File: config.mk
export PLATFORM = sky130hd
export DESIGN_NAME = wb_arb5_rr
export DESIGN_NICKNAME = d
export VERILOG_FILES = /design/src/rtl/wb_arb5_rr.sv
export SDC_FILE = /design/constraint.sdc
export NUM_CORES = 1
export LEC_CHECK = 0
export BUFFER_PORTS_ARGS = -buffer_cell sky130_fd_sc_hd__buf_4
export CORE_MARGIN = 10
export CORE_UTILIZATION = 50
export CTS_CLUSTER_SIZE = 40
export DETAILED_ROUTE_END_ITERATION = 16
export PLACE_DENSITY = 0.74
export SETUP_SLACK_MARGIN = 0.2
export SLEW_MARGIN = 10
export SYNTH_ARGS = -nofsm -noshare
export SYNTH_HDL_FRONTEND = slang
export SYNTH_SLANG_ARGS = --single-unit
export TNS_END_PERCENT = 10
File: constraint.sdc
create_clock -name sys_clk -period 9.85 [get_ports sys_clk]
set_input_delay 1.97 -clock sys_clk [delete_from_list [all_inputs] [get_ports sys_clk]]
set_output_delay 1.97 -clock sys_clk [all_outputs]
set_load 0.02 [all_outputs]
File: src/rtl/wb_arb5_rr.sv
// ---------------------------------------------------------------------------
// wb_arb5_rr
// Registered round-robin arbiter for a 5-master Wishbone switch. It produces
// the 3-bit grant select that steers the switch's master mux.
//   - The grant is held for the owner's whole cycle (cyc). An incrementing or
//     constant-address burst is never split.
//   - Optional fairness pre-emption (MAX_HOLD acks per tenure). It is taken
//     only at a single-transfer or end-of-burst ack, and only when another
//     master is waiting.
//   - Optional stall watchdog (TIMEOUT cycles of strobe without ack). It
//     force-releases the owner, which is re-queued if it still holds cyc.
//
// Parameters
//   MAX_HOLD  0..255  acks per tenure before a boundary pre-emption (0 = off)
//   TIMEOUT   0..255  stalled strobe cycles before forced release (0 = off)
//
// Ports
//   sys_clk    in   system clock, rising edge
//   sys_rst_n  in   asynchronous active-low reset
//   req_i[4:0] in   per-master cyc
//   stb_i[4:0] in   per-master stb
//   cti_i[2:0] in   cti of the currently granted master (muxed by switch)
//   ack_i      in   shared ack from the switch
//   gnt_o[2:0] out  granted master index 0..4 (registered, parked when idle)
//   gnt_vld_o  out  owner on gnt_o holds a live tenure
//   preempt_o  out  pulse: fairness pre-emption taken this cycle
//   timeout_o  out  pulse: watchdog fired this cycle
// ---------------------------------------------------------------------------
module wb_arb5_rr #(
    parameter int MAX_HOLD = 0,
    parameter int TIMEOUT  = 0
) (
    input  logic       sys_clk,
    input  logic       sys_rst_n,
    input  logic [4:0] req_i,
    input  logic [4:0] stb_i,
    input  logic [2:0] cti_i,
    input  logic       ack_i,
    output logic [2:0] gnt_o,
    output logic       gnt_vld_o,
    output logic       preempt_o,
    output logic       timeout_o
);
    typedef enum logic {ST_IDLE = 1'b0, ST_GRANT = 1'b1} state_t;

    localparam logic       MH_EN   = (MAX_HOLD > 0);
    localparam logic       TO_EN   = (TIMEOUT > 0);
    localparam logic [8:0] MH_LIM  = 9'(MAX_HOLD);
    localparam logic [7:0] TO_LAST = TO_EN ? 8'(TIMEOUT - 1) : 8'd0;

    state_t     r_state;
    state_t     w_state_next;
    logic [2:0] r_gnt;
    logic [2:0] r_last;
    logic [7:0] r_hold_cnt;
    logic [7:0] r_wd_cnt;

    logic [2:0] w_gnt_next;
    logic [2:0] w_last_next;
    logic [7:0] w_hold_next;
    logic [7:0] w_wd_next;

    logic [4:0] w_owner_sel;
    logic       w_in_grant;
    logic       w_owner_req;
    logic       w_owner_stb;
    logic [4:0] w_cand;
    logic       w_any_cand;
    logic [2:0] w_pick;
    logic       w_cti_boundary;
    logic       w_stall;
    logic       w_release;
    logic       w_timeout_hit;
    logic       w_hold_reached;
    logic       w_preempt_hit;
    logic       w_vacate;
    logic       w_move;

    // One-hot decode of the current owner, used for masking and selection.
    genvar gi;
    generate
        for (gi = 0; gi < 5; gi++) begin : g_owner_sel
            assign w_owner_sel[gi] = (r_gnt == 3'(gi));
        end
    endgenerate

    assign w_in_grant  = (r_state == ST_GRANT);
    assign w_owner_req = |(req_i & w_owner_sel);
    assign w_owner_stb = |(stb_i & w_owner_sel);

    // While a tenure is live the owner never competes in its own pick; from
    // IDLE the parked index (== last) is a normal candidate at the last step.
    assign w_cand     = w_in_grant ? (req_i & ~w_owner_sel) : req_i;
    assign w_any_cand = |w_cand;

    // Round-robin search from last+1, wrapping 4->0. Scanning from the far end
    // downwards lets the nearest candidate overwrite the result last.
    always_comb begin
        logic [3:0] v_sum;
        logic [2:0] v_idx;
        logic [7:0] v_cand8;
        v_cand8 = {3'b000, w_cand};
        v_sum   = '0;
        v_idx   = '0;
        w_pick  = r_last;
        for (int k = 5; k >= 1; k--) begin
            v_sum = {1'b0, r_last} + 4'(k);
            v_idx = (v_sum >= 4'd5) ? 3'(v_sum - 4'd5) : v_sum[2:0];
            if (v_cand8[v_idx]) begin
                w_pick = v_idx;
            end
        end
    end

    // Only single transfers and the last beat of a burst are safe cut points.
    assign w_cti_boundary = (cti_i == 3'b000) || (cti_i == 3'b111);
    assign w_stall        = w_in_grant & w_owner_stb & ~ack_i;

    // Action priority: release > timeout > pre-empt > hold. Dropping cyc in
    // the same cycle suppresses both pulses.
    assign w_release      = w_in_grant & ~w_owner_req;
    assign w_timeout_hit  = TO_EN & w_in_grant & w_owner_req & w_stall
                          & (r_wd_cnt == TO_LAST);
    assign w_hold_reached = (({1'b0, r_hold_cnt} + 9'd1) >= MH_LIM);
    assign w_preempt_hit  = MH_EN & w_in_grant & w_owner_req & ~w_timeout_hit
                          & ack_i & w_cti_boundary & w_hold_reached & w_any_cand;

    assign w_vacate = w_release | w_timeout_hit;
    assign w_move   = w_any_cand & (~w_in_grant | w_vacate | w_preempt_hit);

    // State and datapath registers.
    always_ff @(posedge sys_clk or negedge sys_rst_n) begin
        if (!sys_rst_n) begin
            r_state    <= ST_IDLE;
            r_gnt      <= 3'd0;
            r_last     <= 3'd4;
            r_hold_cnt <= 8'd0;
            r_wd_cnt   <= 8'd0;
        end else begin
            r_state    <= w_state_next;
            r_gnt      <= w_gnt_next;
            r_last     <= w_last_next;
            r_hold_cnt <= w_hold_next;
            r_wd_cnt   <= w_wd_next;
        end
    end

    // Next-state and next-datapath logic.
    always_comb begin
        w_state_next = r_state;
        case (r_state)
            ST_IDLE:  w_state_next = (|req_i) ? ST_GRANT : ST_IDLE;
            ST_GRANT: w_state_next = (w_vacate && !w_any_cand) ? ST_IDLE : ST_GRANT;
            default:  w_state_next = ST_IDLE;
        endcase

        w_gnt_next  = w_move ? w_pick : r_gnt;
        w_last_next = w_move ? w_pick : r_last;

        if (w_move || w_state_next == ST_IDLE) begin
            w_hold_next = 8'd0;
        end else if (ack_i && r_hold_cnt != 8'hFF) begin
            w_hold_next = r_hold_cnt + 8'd1;
        end else begin
            w_hold_next = r_hold_cnt;
        end

        if (w_move || w_state_next == ST_IDLE || w_timeout_hit || !w_stall) begin
            w_wd_next = 8'd0;
        end else if (r_wd_cnt != 8'hFF) begin
            w_wd_next = r_wd_cnt + 8'd1;
        end else begin
            w_wd_next = r_wd_cnt;
        end
    end

    // Outputs: grant comes straight from registers; pulses flag the action
    // being taken in the current cycle.
    always_comb begin
        gnt_o     = r_gnt;
        gnt_vld_o = (r_state == ST_GRANT);
        preempt_o = w_preempt_hit;
        timeout_o = w_timeout_hit;
    end

endmodule
# --- Word level (Yosys, flattened, before mapping) ---
# Cells that the tools add are included.
word_totals:
  elab_cells: 65
  regBits: 7
  latch_bits: 0
  mem_count: 0
  romBits: 0
  out_inout_bits: 6
  in_bits: 16
  ramBits: 0
op_classes:
  bitwise: 8
  n_reduce_logical: 6
  n_eq_ne: 4
  order_cmp: 10
  div_mod_pow: 0
  multipliers: 0
  n_shift: 0
  add_sub_neg: 10
  mux: 24
ops:
  columns: ["op", "n"]
  rows:
  - ["3-bit two-way mux", 10]
  - ["4-bit by 3-bit greater-or-equal comparator with 1-bit output, second input constant", 5]
  - ["3-bit by 4-bit less-than comparator with 1-bit output, second input constant", 5]
  - ["1-bit binary-select mux with 3-bit select", 5]
  - ["5-bit OR reduction", 3]
  - ["3-bit subtractor, second input constant", 5]
  - ["5-bit bitwise AND", 2]
  - ["3-bit by 2-bit adder with 4-bit output, second input constant", 2]
  - ["3-bit by 3-bit adder with 4-bit output, second input constant", 2]
  - ["1-bit two-way mux", 7]
  - ["3-bit by 2-bit == test with 1-bit output, second input constant", 2]
  - ["5-bit two-way mux", 1]
  - ["5-bit NOT", 1]
  - ["3-bit by 1-bit adder with 4-bit output, second input constant", 1]
  - ["3-bit by 1-bit == test with 1-bit output, second input constant", 1]
  - ["3-bit == test, second input constant", 1]
  - ["3-bit logical NOT", 1]
  - ["1-bit bitwise AND", 2]
  - ["1-bit NOT", 2]
  - ["1-bit one-hot mux with 2 select lines", 1]
  - ["1-bit logical AND", 1]
  - ["1-bit logical NOT", 1]
  - ["1-bit OR", 1]

# --- Logic depth before layout (Yosys ltp) ---
logic_depth:
  ltp_word: 11
  ltp_mapped: 13
  depth_no_buf: 11

# --- Worst setup path after synthesis ---
# OpenSTA, ideal clock, no wires.
synth_timing:
  kind: "input to register"
  start: "in req_i[0]"
  end: "reg r_gnt[1], in the netlist gnt_o[1]"
  stages: 7
  setup_ns: 0.132
  required_time_ns: 9.718
  n_path_buf: 0
  path_slack_ns: 6.435
  arrival_time_ns: 3.283
  path_cell_list: "nand2_1 > or4_1 > a31o_1 > nand2_1 > nor4b_4 > a221oi_1 > a2bb2oi_1"
synth_via:
  elab_chain_len: 9
  word_cells_on_any_way: 24
  classes_between: "mux: 16; bitwise: 6; reduce/logical: 2"
synth_lines:
  columns: ["element", "line_no", "source"]
  rows:
  - ["start, declared", "35", "input logic [4:0] req_i,"]
  - ["5-bit bitwise AND", "93", "assign w_cand = w_in_grant ? (req_i & ~w_owner_sel) : req_i;"]
  - ["5-bit two-way mux", "93", null]
  - ["1-bit binary-select mux with 3-bit select", "109", "if (v_cand8[v_idx]) begin"]
  - ["1-bit two-way mux (not written as such)", "109", null]
  - ["3-bit two-way mux (5 in a row)", "109", null]
  - ["end signal, assigned", "141", "r_gnt <= w_gnt_next;"]
  - ["end, declared", "53", "logic [2:0] r_gnt;"]
# Several ways; a longest one is shown, not always the timed one. The select of a mux whose other input is x is not followed.
# A chain may end at the register's enable or synchronous reset.

# --- Worst setup path in the final report ---
layout_timing:
  start: "reg r_gnt[0], in the netlist gnt_o[0]"
  end: "reg r_gnt[1], in the netlist gnt_o[1]"
layout_via:
  elab_chain_len: 11
  word_cells_on_any_way: 30
  classes_between: "eq/ne: 4; mux: 16; bitwise: 7; reduce/logical: 3"
layout_lines:
  columns: ["element", "line_no", "source"]
  rows:
  - ["3-bit by 1-bit == test with 1-bit output, or another cell as far along", "83", "assign w_owner_sel[gi] = (r_gnt == 3'(gi));"]
  - ["5-bit NOT", "93", null]
  - ["5-bit bitwise AND", "93", null]
  - ["5-bit two-way mux", "93", null]
  - ["1-bit binary-select mux with 3-bit select", "109", null]
  - ["1-bit two-way mux (not written as such)", "109", null]
  - ["3-bit two-way mux (5 in a row)", "109", null]
# Several ways; a longest one is shown, not always the timed one. The select of a mux whose other input is x is not followed.

==> impl_metrics.sql <==
INSERT INTO impl_metrics (metric_group, metric, value, unit) VALUES
('status', 'status', 'finished clean', ''),
('route', 'maxUsedRoutingLayer', 'met4', ''),
('timing', 'achievable-frequency', '272', 'MHz'),
('cells_and_area', 'final_net_count', '210', ''),
('cells_and_area', 'fillerInstances', '264', ''),
('worst_setup_path', 'crit_path_end_kind', 'flop', ''),
('worst_setup_path', 'worst-r2r-setup-slack', '6170', 'ps'),
('worst_hold_path', 'hold_path.class', 'flop to flop', ''),
('yosys', 'synth_seq_area_share', '0.0914', ''),
('timing', 'period_share', '0.374', ''),
('floorplanning', 'top_level_ports', '22', ''),
('floorplanning', 'die-area', '5270', 'sq um'),
('route', 'm1WireLength', '1570', 'microns'),
('route', 'drt_wl_total', '3690', 'microns'),
('place', 'routabilityCongestion', '0.918', ''),
('cells_and_area', 'final_core_util', '0.536', ''),
('route', 'routed-wl-met3', '172', 'microns'),
('floorplanning', 'total_number_of_placement_rows', '19', ''),
('timing', 'grt_setup_unrepaired', 'false', ''),
('worst_setup_path', 'worstPathMaxFanout', '20', ''),
('route', 'drtIter0Drc', '108', ''),
('route', 'vias_per_cell', '6.53', ''),
('global_route', 'grt-ovfl-total', '0', ''),
('clocking', 'h-tree-depth', '1', ''),
('worst_setup_path', 'timing.setup.critical_path_class', 'flop to flop', ''),
('yosys', 'syn-cell-area', '1380', 'sq um'),
('clocking', 'cts-root-to-sink-buffers', '2', ''),
('yosys', 'post-synth-top-area-fraction', '0.0995', ''),
('timing', 'finalSetupViolations', '0', ''),
('clocking', 'post-cts-setup-buffers', '0', ''),
('worst_setup_path', 'setup.worst_path.start_class', 'flop', ''),
('cells_and_area', 'instances_no_fill', '212', ''),
('route', 'postRouteAntennaNets', '0', ''),
('yosys', 'yosysWarningCount', '0', ''),
('yosys', 'ys_types', '64', ''),
('route', 'drtPass1Iterations', '4', ''),
('route', 'routed-wl-met2', '1840', 'microns'),
('yosys', 'synthTopCellsByArea', 'ha_1, dfrtp_1, mux2i_1', ''),
('global_route', 'first_pass_grt_wire_length', '6100', 'microns'),
('yosys', 'synth.avg_cell_area', '7.86', 'sq um'),
('clocking', 'clock_sink_count', '5', ''),
('clocking', 'cts_made_buffers', '3', ''),
('global_route', 'grt_util_all_layers', '0.137', ''),
('yosys', 'ys_ff_latch', '5', ''),
('global_route', 'antenna_found_initial', '0', ''),
('floorplanning', 'die_x', '72.6', 'microns'),
('route', 'drt-wirelength-per-cell', '17.4', 'microns'),
('yosys', 'synth_largest_area_cell', 'ha_1', ''),
('yosys', 'post-synth-top-count-cell', 'nand2_1', ''),
('clocking', 'tritoncts', 'built', ''),
('clocking', 'post_cts_resize_count', '0', ''),
('yosys', 'synth_enable_flop_cells', '0', ''),
('yosys', 'async_reset_ff_frac', '1.00', ''),
('timing', 'max_slew_violation_count', '0', ''),
('clocking', 'clock_latency', '230', 'ps'),
('floorplanning', 'start_util', '0.510', ''),
('timing', 'clock_skew', '0.712', 'ps'),
('route', 'drcViolationCount', '0', ''),
('job', 'drv_cap', '0', ''),
('global_route', 'grt_start_max_net_pins', '21', ''),
('yosys', 'postSynth.topFlopCell', 'dfrtp_1', ''),
('cells_and_area', 'diodes', '0', ''),
('timing', 'worst_pin_slew', '722', 'ps'),
('floorplanning', 'die_y', '72.6', 'microns'),
('floorplanning', 'core_area', '2710', 'sq um'),
('global_route', 'via_count_of_the_first_global_routing_pass', '1321', ''),
('worst_setup_path', 'cp_data_arrival_time', '3780', 'ps'),
('timing', 'final_period_minus_worst_setup_slack', '3680', 'ps'),
('place', 'place.detailed.hpwl', '2760', 'microns'),
('timing', 'final-hold-violation-count', '0', ''),
('yosys', 'most_frequent_cells_after_synthesis', 'nand2_1, ha_1, a21oi_1', ''),
('worst_setup_path', 'critical_path_required', '9950', 'ps'),
('route', 'route.vias.total', '1385', ''),
('yosys', 'netlist_instances', '176', ''),
('clocking', 'holdBufCountCts', '0', ''),
('cells_and_area', 'drive_above_1_share', '0.177', ''),
('cells_and_area', 'syn2layout_area_growth', '5.16', '%'),
('timing', 'slew_headroom', '0.519', ''),
('clocking', 'master_cell_of_the_clock_root_buffer', 'clkbuf_4', ''),
('timing', 'setup_tns_final', '0', 'ps'),
('place', 'dp_cells', '208', ''),
('place', 'port-buffer-count', '10', ''),
('clocking', 'clkSlewWorstSetupHoldPaths', '40', 'ps');
==> metrics by stage <==
| step | cell area [sq um] | setup slack, ps | hold slack, ps |
|---|---|---|---|
| after global routing | 1450 | 5930 | 696 |
| final | 1450 | 6170 | 632 |
| after detailed placement | 1430 | 6020 | 625 |
| after global placement | 1430 | 6110 | 613 |
| after CTS | 1450 | 6280 | 637 |
| after floorplan | 1390 | 6430 | 687 |
==> final timing paths <==
check,startpoint,depth (start not counted),to
min,gnt_o[2],1,gnt_o[2]
max reg2reg,gnt_o[0],11,gnt_o[1]
min reg2reg,gnt_o[2],1,gnt_o[2]
max in group asynchronous,sys_rst_n,1,r_last[2]
min in group asynchronous,sys_rst_n,1,gnt_o[1]
max,gnt_o[0],11,gnt_o[1]
==> cell families (layout without fill, tap and decap cells) <==
group           after synthesis  count (layout)  synth area share
compound gates               46              46             0.252
xor+xnor                      4               4            0.0253
fa+ha+maj                    12              12             0.114
buf+inv                      20              24            0.0796
flops                         5               5            0.0914
mux                          16              16             0.132
other cells                   1               2           0.00271
simple gates                 72              72             0.303
==> critical path, cell delays in order, from the launching register on <==
cell and delay [ps]:
dfrtp_1 640, inv_2 310, ha_1 200, inv_1 50
fa_1 400, a21oi_1 350, mux2i_2 390, mux2_2 230
a2bb2oi_1 230, nor3b_1 440, a21oi_2 130, a2bb2oi_1 160
==> flip-flops by register name, indices dropped and copies added (netlist names) <==
register / cells
gnt_o: 3
r_last: 1
gnt_vld_o: 1
==> area by class of cell <==
cell class | count | area, sq um | share of cell area
Clock buffer | 4 | 26.3 | 0.0181
Sequential cell | 5 | 126 | 0.0869
Multi-Input combinational cell | 152 | 1150 | 0.791
Inverter | 10 | 37.5 | 0.0258
Timing Repair Buffer | 10 | 75.1 | 0.0516
Tap cell | 31 | 38.8 | 0.0267
==> layer usage <==
layer  vias to the layer above  GRT usage
met3                        10     0.0109
met2                        61      0.236
met5                         -          0
met4                         0     0.0675
li1                        666          -
met1                       648      0.167
==> layout by cell type (no fill, tap or decap), drive strengths merged, types with 5 or more instances in the layout <==
master	n
nand3	8
nand2	17
mux2	5
ha	11
nand3b	5
a21oi	11
mux2i	10
inv	10
o21ai	5
nor3	5
buf	10
nor2	10
Power is left out: the tool's default activity adds up to more than one toggle a clock period on the data nets, which glitch-free logic cannot reach.
